===== src/rtl/fifo_pkg.sv =====
// Shared constants for the single-clock FIFO.
package fifo_pkg;

    localparam int unsigned DATA_WIDTH = 8;
    localparam int unsigned ADDR_WIDTH = 3;
    localparam int unsigned DEPTH      = 1 << ADDR_WIDTH;

endpackage


===== src/rtl/async_fifo_if.sv =====
// Producer/consumer bundle of the FIFO: push/pop strobes, write data, status and read data.
interface async_fifo_if
    import fifo_pkg::*;
#(
    parameter int unsigned DW = DATA_WIDTH
);

    logic [DW-1:0] i_wdata_in;
    logic          i_wr;
    logic          i_rd;
    logic          o_wfull;
    logic          o_rempty;
    logic [DW-1:0] o_rdata_out;

    // Side that drives the strobes (producer/consumer).
    modport master (
        output i_wdata_in,
        output i_wr,
        output i_rd,
        input  o_wfull,
        input  o_rempty,
        input  o_rdata_out
    );

    // The FIFO itself.
    modport slave (
        input  i_wdata_in,
        input  i_wr,
        input  i_rd,
        output o_wfull,
        output o_rempty,
        output o_rdata_out
    );

endinterface


===== src/rtl/fifo_mem.sv =====
// Register-array storage with a synchronous write port and a registered read port.
module fifo_mem
    import fifo_pkg::*;
#(
    parameter int unsigned DATA_WIDTH = fifo_pkg::DATA_WIDTH,
    parameter int unsigned ADDR_WIDTH = fifo_pkg::ADDR_WIDTH
) (
    input  logic                  clk,
    input  logic                  reset,
    input  logic                  we,
    input  logic [ADDR_WIDTH-1:0] waddr,
    input  logic [DATA_WIDTH-1:0] wdata,
    input  logic                  re,
    input  logic [ADDR_WIDTH-1:0] raddr,
    output logic [DATA_WIDTH-1:0] rdata
);

    localparam int unsigned Depth = 1 << ADDR_WIDTH;

    logic [DATA_WIDTH-1:0] mem_q [Depth];
    logic [DATA_WIDTH-1:0] rdata_q;

    // Storage write; contents deliberately survive reset.
    always_ff @(posedge clk) begin
        if (we) begin
            mem_q[waddr] <= wdata;
        end
    end

    // Registered read data: cleared by reset, otherwise holds unless a pop is accepted.
    always_ff @(posedge clk) begin
        if (reset) begin
            rdata_q <= '0;
        end else if (re) begin
            rdata_q <= mem_q[raddr];
        end
    end

    assign rdata = rdata_q;

endmodule


===== src/rtl/async_fifo.sv =====
// Single-clock 8x8 FIFO; name kept for drop-in compatibility (no clock crossing inside).
module async_fifo
    import fifo_pkg::*;
#(
    parameter int unsigned DATA_WIDTH = fifo_pkg::DATA_WIDTH,
    parameter int unsigned ADDR_WIDTH = fifo_pkg::ADDR_WIDTH
) (
    input  logic         i_clk,
    input  logic         i_reset,
    async_fifo_if.slave  bus
);

    // One extra pointer bit distinguishes full from empty when the address bits match.
    logic [ADDR_WIDTH:0] wr_ptr_q, wr_ptr_d;
    logic [ADDR_WIDTH:0] rd_ptr_q, rd_ptr_d;
    logic                full, empty;
    logic                wr_en, rd_en;

    // Flags decoded from the registered pointers; strobes qualified against pre-edge flags.
    always_comb begin
        empty    = (wr_ptr_q == rd_ptr_q);
        full     = (wr_ptr_q[ADDR_WIDTH-1:0] == rd_ptr_q[ADDR_WIDTH-1:0]) &&
                   (wr_ptr_q[ADDR_WIDTH] != rd_ptr_q[ADDR_WIDTH]);
        wr_en    = bus.i_wr && !full && !i_reset;
        rd_en    = bus.i_rd && !empty && !i_reset;
        wr_ptr_d = wr_ptr_q + {{ADDR_WIDTH{1'b0}}, wr_en};
        rd_ptr_d = rd_ptr_q + {{ADDR_WIDTH{1'b0}}, rd_en};
    end

    // Pointer registers; reset wins over any push/pop in the same cycle.
    always_ff @(posedge i_clk) begin
        if (i_reset) begin
            wr_ptr_q <= '0;
            rd_ptr_q <= '0;
        end else begin
            wr_ptr_q <= wr_ptr_d;
            rd_ptr_q <= rd_ptr_d;
        end
    end

    assign bus.o_wfull  = full;
    assign bus.o_rempty = empty;

    fifo_mem #(
        .DATA_WIDTH (DATA_WIDTH),
        .ADDR_WIDTH (ADDR_WIDTH)
    ) u_mem (
        .clk   (i_clk),
        .reset (i_reset),
        .we    (wr_en),
        .waddr (wr_ptr_q[ADDR_WIDTH-1:0]),
        .wdata (bus.i_wdata_in),
        .re    (rd_en),
        .raddr (rd_ptr_q[ADDR_WIDTH-1:0]),
        .rdata (bus.o_rdata_out)
    );

endmodule


===== src/flat_wrapper.sv =====
// flat-port wrapper written by rule: the top's interface ports become plain ports
module async_fifo_flat import fifo_pkg::*;
#(
    parameter int unsigned DATA_WIDTH = fifo_pkg::DATA_WIDTH,
    parameter int unsigned ADDR_WIDTH = fifo_pkg::ADDR_WIDTH
)
  (i_clk, i_reset, bus_i_wdata_in, bus_i_wr, bus_i_rd, bus_o_wfull, bus_o_rempty, bus_o_rdata_out);
  async_fifo_if bus_i ();
  input  logic i_clk;
  input  logic i_reset;
  input wire logic [$bits(bus_i.i_wdata_in)-1:0] bus_i_wdata_in;
  input wire logic [$bits(bus_i.i_wr)-1:0] bus_i_wr;
  input wire logic [$bits(bus_i.i_rd)-1:0] bus_i_rd;
  output wire logic [$bits(bus_i.o_wfull)-1:0] bus_o_wfull;
  output wire logic [$bits(bus_i.o_rempty)-1:0] bus_o_rempty;
  output wire logic [$bits(bus_i.o_rdata_out)-1:0] bus_o_rdata_out;
  assign bus_i.i_wdata_in = bus_i_wdata_in;
  assign bus_i.i_wr = bus_i_wr;
  assign bus_i.i_rd = bus_i_rd;
  assign bus_o_wfull = bus_i.o_wfull;
  assign bus_o_rempty = bus_i.o_rempty;
  assign bus_o_rdata_out = bus_i.o_rdata_out;
  async_fifo #(.DATA_WIDTH(DATA_WIDTH), .ADDR_WIDTH(ADDR_WIDTH)) u_core (.i_clk(i_clk), .i_reset(i_reset), .bus(bus_i));
endmodule

===== config.mk =====
export PLATFORM = sky130hd
export DESIGN_NAME = async_fifo_flat
export DESIGN_NICKNAME = d
export VERILOG_FILES = /design/src/rtl/fifo_pkg.sv /design/src/rtl/async_fifo_if.sv /design/src/rtl/fifo_mem.sv /design/src/rtl/async_fifo.sv /design/src/flat_wrapper.sv
export SDC_FILE = /design/constraint.sdc
export NUM_CORES = 1
export LEC_CHECK = 0
export CELL_PAD_IN_SITES_DETAIL_PLACEMENT = 0
export CELL_PAD_IN_SITES_GLOBAL_PLACEMENT = 1
export CORE_MARGIN = 1
export CORE_UTILIZATION = 45
export CTS_CLUSTER_DIAMETER = 40
export CTS_CLUSTER_SIZE = 28
export DETAILED_ROUTE_END_ITERATION = 7
export PLACE_DENSITY_LB_ADDON = 0.2
export SLEW_MARGIN = 20
export SYNTH_ARGS = -nofsm -noshare
export SYNTH_HDL_FRONTEND = slang
export SYNTH_SLANG_ARGS = --single-unit

===== constraint.sdc =====
create_clock -name i_clk -period 2.3 [get_ports i_clk]
set_input_delay 0.23 -clock i_clk [delete_from_list [all_inputs] [get_ports i_clk]]
set_output_delay 0.23 -clock i_clk [all_outputs]
set_load 0.1 [all_outputs]

==> results.toml <==
[grt]
grt_usage_pct = 17.8
grtUsageMet2_pct = 27.0
grt_first_pass_wirelength_mm = 9.18
antenna_found_initial = 0
use_met1_pct = 24.2
busiest_layer = "met2"
grt_start_max_net_pins = 19
grt_pass1_vias = 1660
grtUsageMet3_pct = 4.55
grt-ovfl-total = 0

[sta]
setup_viol = 0
slew_violations = 0
slew_headroom_pct = 73.1
fin_skew_ps = 12.2
fin_ws_ps = 287
hold_viol = 0
tightest_slew_ps = 404
period_needed_ps = 2010
clock.fmax_ghz = 0.497
fin_tns_setup_ps = 0
grt_setup_unrepaired = "no"
fin_crit_sh_pct = 87.5

[drt]
first_pass_iters = 4
postRouteAntennaNets = 0
num_vias = 1594
drt_first_iter_violations = 128
wl_per_cell_um = 18.4
drcViolationCount = 0
vias_per_cell = 5.13
routed_wl_mm = 5.71

[die]
die_w_um = 87.2
coreArea_mm2 = 0.00691
ios = 22
start_util_pct = 47.3
dieArea_mm2 = 0.00760
row_count = 30
dieHeight_um = 87.2

[clock_tree]
cts_hold_repair.buffers = 0
clock-root-buffer = "clkbuf_8"
cts_setup_buffers = 0
cts.sinks = 80
cts_buffers = 9
ctsResizeCount = 0
clockBufferDepth = 2
clk_pin_slew_ps = 80
clock_latency_ps = 370
cts_tree = "built"
cts-htree-levels = 3

[synthesis]
netlist_instances = 172
synth-seq-area-share_pct = 68.7
syn_area_mm2 = 0.00327
yosys_warnings = 0
syn_avg_cell_area_um2 = 19.0
syn_nets = 188
synth_seq_cells = 80
synth_cell_types = 28

[power]
combPwrFrac_pct = 9.4
power.switching_w = 0.000712
p_clk_share_pct = 35.5
p_per_area_mw_per_mm2 = 754
swShare_pct = 24.5
max-vdd-ir-drop_uv = 409
internal_power_w = 0.00219
power_frac_seq_pct = 55.1
p_leak_nw = 1.33

[layout]
layout-drive-gt1-share_pct = 29.8
n_antenna_cell = 0
num-nets-final = 226
final-instance-count-excl-fill = 311
area_growth_pct = 17.9
postLayoutCellArea_mm2 = 0.00385
post-route-util_pct = 55.8

[worst_setup_path]
cp-end-kind = "flop"
reg2reg_slack_ps = 290
r2r_cells = 5
critPathMaxFanout = 11
worstPathRequired_ps = 2370
cp.arrival_ps = 2080
crit-reg2reg-capture = "u_core.u_mem.mem_q[4][5]"
timing.rr.start = "u_core.wr_ptr_q[1]"
critPathKind = "reg2reg"
critPathLaunchType = "flop"

[place]
post-place-cells = 295
dpl.hpwl_mm = 3.71
port_buffers = 21
place_congestion = 0.733
dp_slack_ps = 267
placed_area_mm2 = 0.00366

[min_path]
hold-path-endpoint = "u_core.u_mem.rdata[2]"
holdPathStages = 2
hp-class = "reg2reg"
hold_start = "u_core.u_mem.rdata[2]"

[run_status]
status = "complete, no violations"

[flow_run]
drv_cap = 0
-- placed cells by master (no fill, tap or decap) --
master,Yosys,routed
nor2_1,6,6
edfxtp_1,64,64
buf_4,0,24
clkbuf_1,2,1
nand2b_1,8,8
nor4b_1,2,1
bufinv_16,0,1
clkbuf_8,0,9
xor2_4,1,1
xor2_2,2,2
dfxtp_1,16,16
ha_1,4,4
o41ai_2,1,1
mux2i_1,16,16
nor4bb_1,1,1
clkinv_2,0,1
mux4_1,2,2
clkinvlp_4,0,2
nor2b_1,6,6
xnor2_1,3,3
inv_6,0,2
xor2_1,3,3
nor3_1,1,1
mux4_2,14,14
nand3_1,3,3
nor4_1,3,1
nor4b_2,1,2
clkdlybuf4s50_1,0,11
o41ai_4,1,1
nand2_1,1,1
nand3b_1,1,1
inv_1,2,2
nor4_2,0,2
buf_12,0,2
-- cell type report --
type,instances,area (µm²)
well taps,96,120
inverters,2,7.51
fillers,572,3060
flip-flops and latches,80,2240
clock inverters,6,67.6
repair buffers,37,330
clock buffers,10,128
multi-input cells,80,956
-- registers in the layout (all words and copies together) (netlist names) --
register,count
u_core.wr_ptr_q,4
u_core.u_mem.mem_q,64
u_core.rd_ptr_q,4
u_core.u_mem.rdata,8
-- worst max-delay path by stage --
stage,endpoint,start,cells after the start
after CTS,u_core.u_mem.mem_q[4][5],u_core.wr_ptr_q[1],5
final,u_core.u_mem.mem_q[4][5],u_core.wr_ptr_q[1],5
after global placement,u_core.u_mem.mem_q[6][0],bus_i_wr,6
after detailed placement,u_core.u_mem.mem_q[6][0],bus_i_wr,6
after floorplan,bus_o_rempty,u_core.rd_ptr_q[1],3
after global routing,u_core.u_mem.mem_q[4][5],u_core.wr_ptr_q[1],5
-- metal layers --
metal  up-vias  wire length (µm)
met5         -                 0
met4         0               119
met3        10               184
met2        32              2690
met1       807              2710
li1        745                 -
-- logic make-up after synthesis --
group           share of synthesized area, %
mux                                     16.2
compound gates                          1.34
buf+inv                                 2.64
fa+ha+maj                               1.53
simple gates                            6.21
xor+xnor                                3.45
flops                                   68.7
-- power by group through the flow --
stage                     combinational [W]  clock, W  sequential (W)
after global placement             0.000272         0         0.00163
final                              0.000274   0.00103         0.00160
after global routing               0.000291   0.00111         0.00160
after floorplan                    0.000128         0         0.00170
after detailed placement           0.000277         0         0.00163
after CTS                          0.000278   0.00105         0.00160
-- cells in the mapped netlist (all sizes together) --
| cell | count | share of area (%) |
|---|---|---|
| nor4 | 3 | 0.57 |
| nand2 | 1 | 0.11 |
| xnor2 | 3 | 0.80 |
| dfxtp | 16 | 9.8 |
| nor4b | 3 | 1.0 |
| nand3b | 1 | 0.23 |
| mux4 | 16 | 11 |
| xor2 | 6 | 2.6 |
| nor3 | 1 | 0.15 |
| mux2i | 16 | 4.9 |
| buf | 7 | 2.0 |
| ha | 4 | 1.5 |
| nand2b | 8 | 1.5 |
| nor2 | 6 | 0.69 |
| nor4bb | 1 | 0.31 |
| nand3 | 3 | 0.46 |
| nor2b | 6 | 1.1 |
| clkbuf | 3 | 0.38 |
| o41ai | 2 | 1.3 |
| inv | 2 | 0.23 |
| edfxtp | 64 | 59 |
-- through the flow --
stage / hold WS, ps / power [W]
after floorplan: 329 / 0.00182
after global placement: 462 / 0.00191
after detailed placement: 470 / 0.00191
after CTS: 482 / 0.00293
after global routing: 519 / 0.00301
final: 478 / 0.00290
-- critical path: stages (launching register included) --
cell     delay, ps
dfxtp_1        570
xor2_2         350
o41ai_4        130
buf_4          180
nor4b_1        250
buf_4          240
Power figures use the tool's default switching activity.
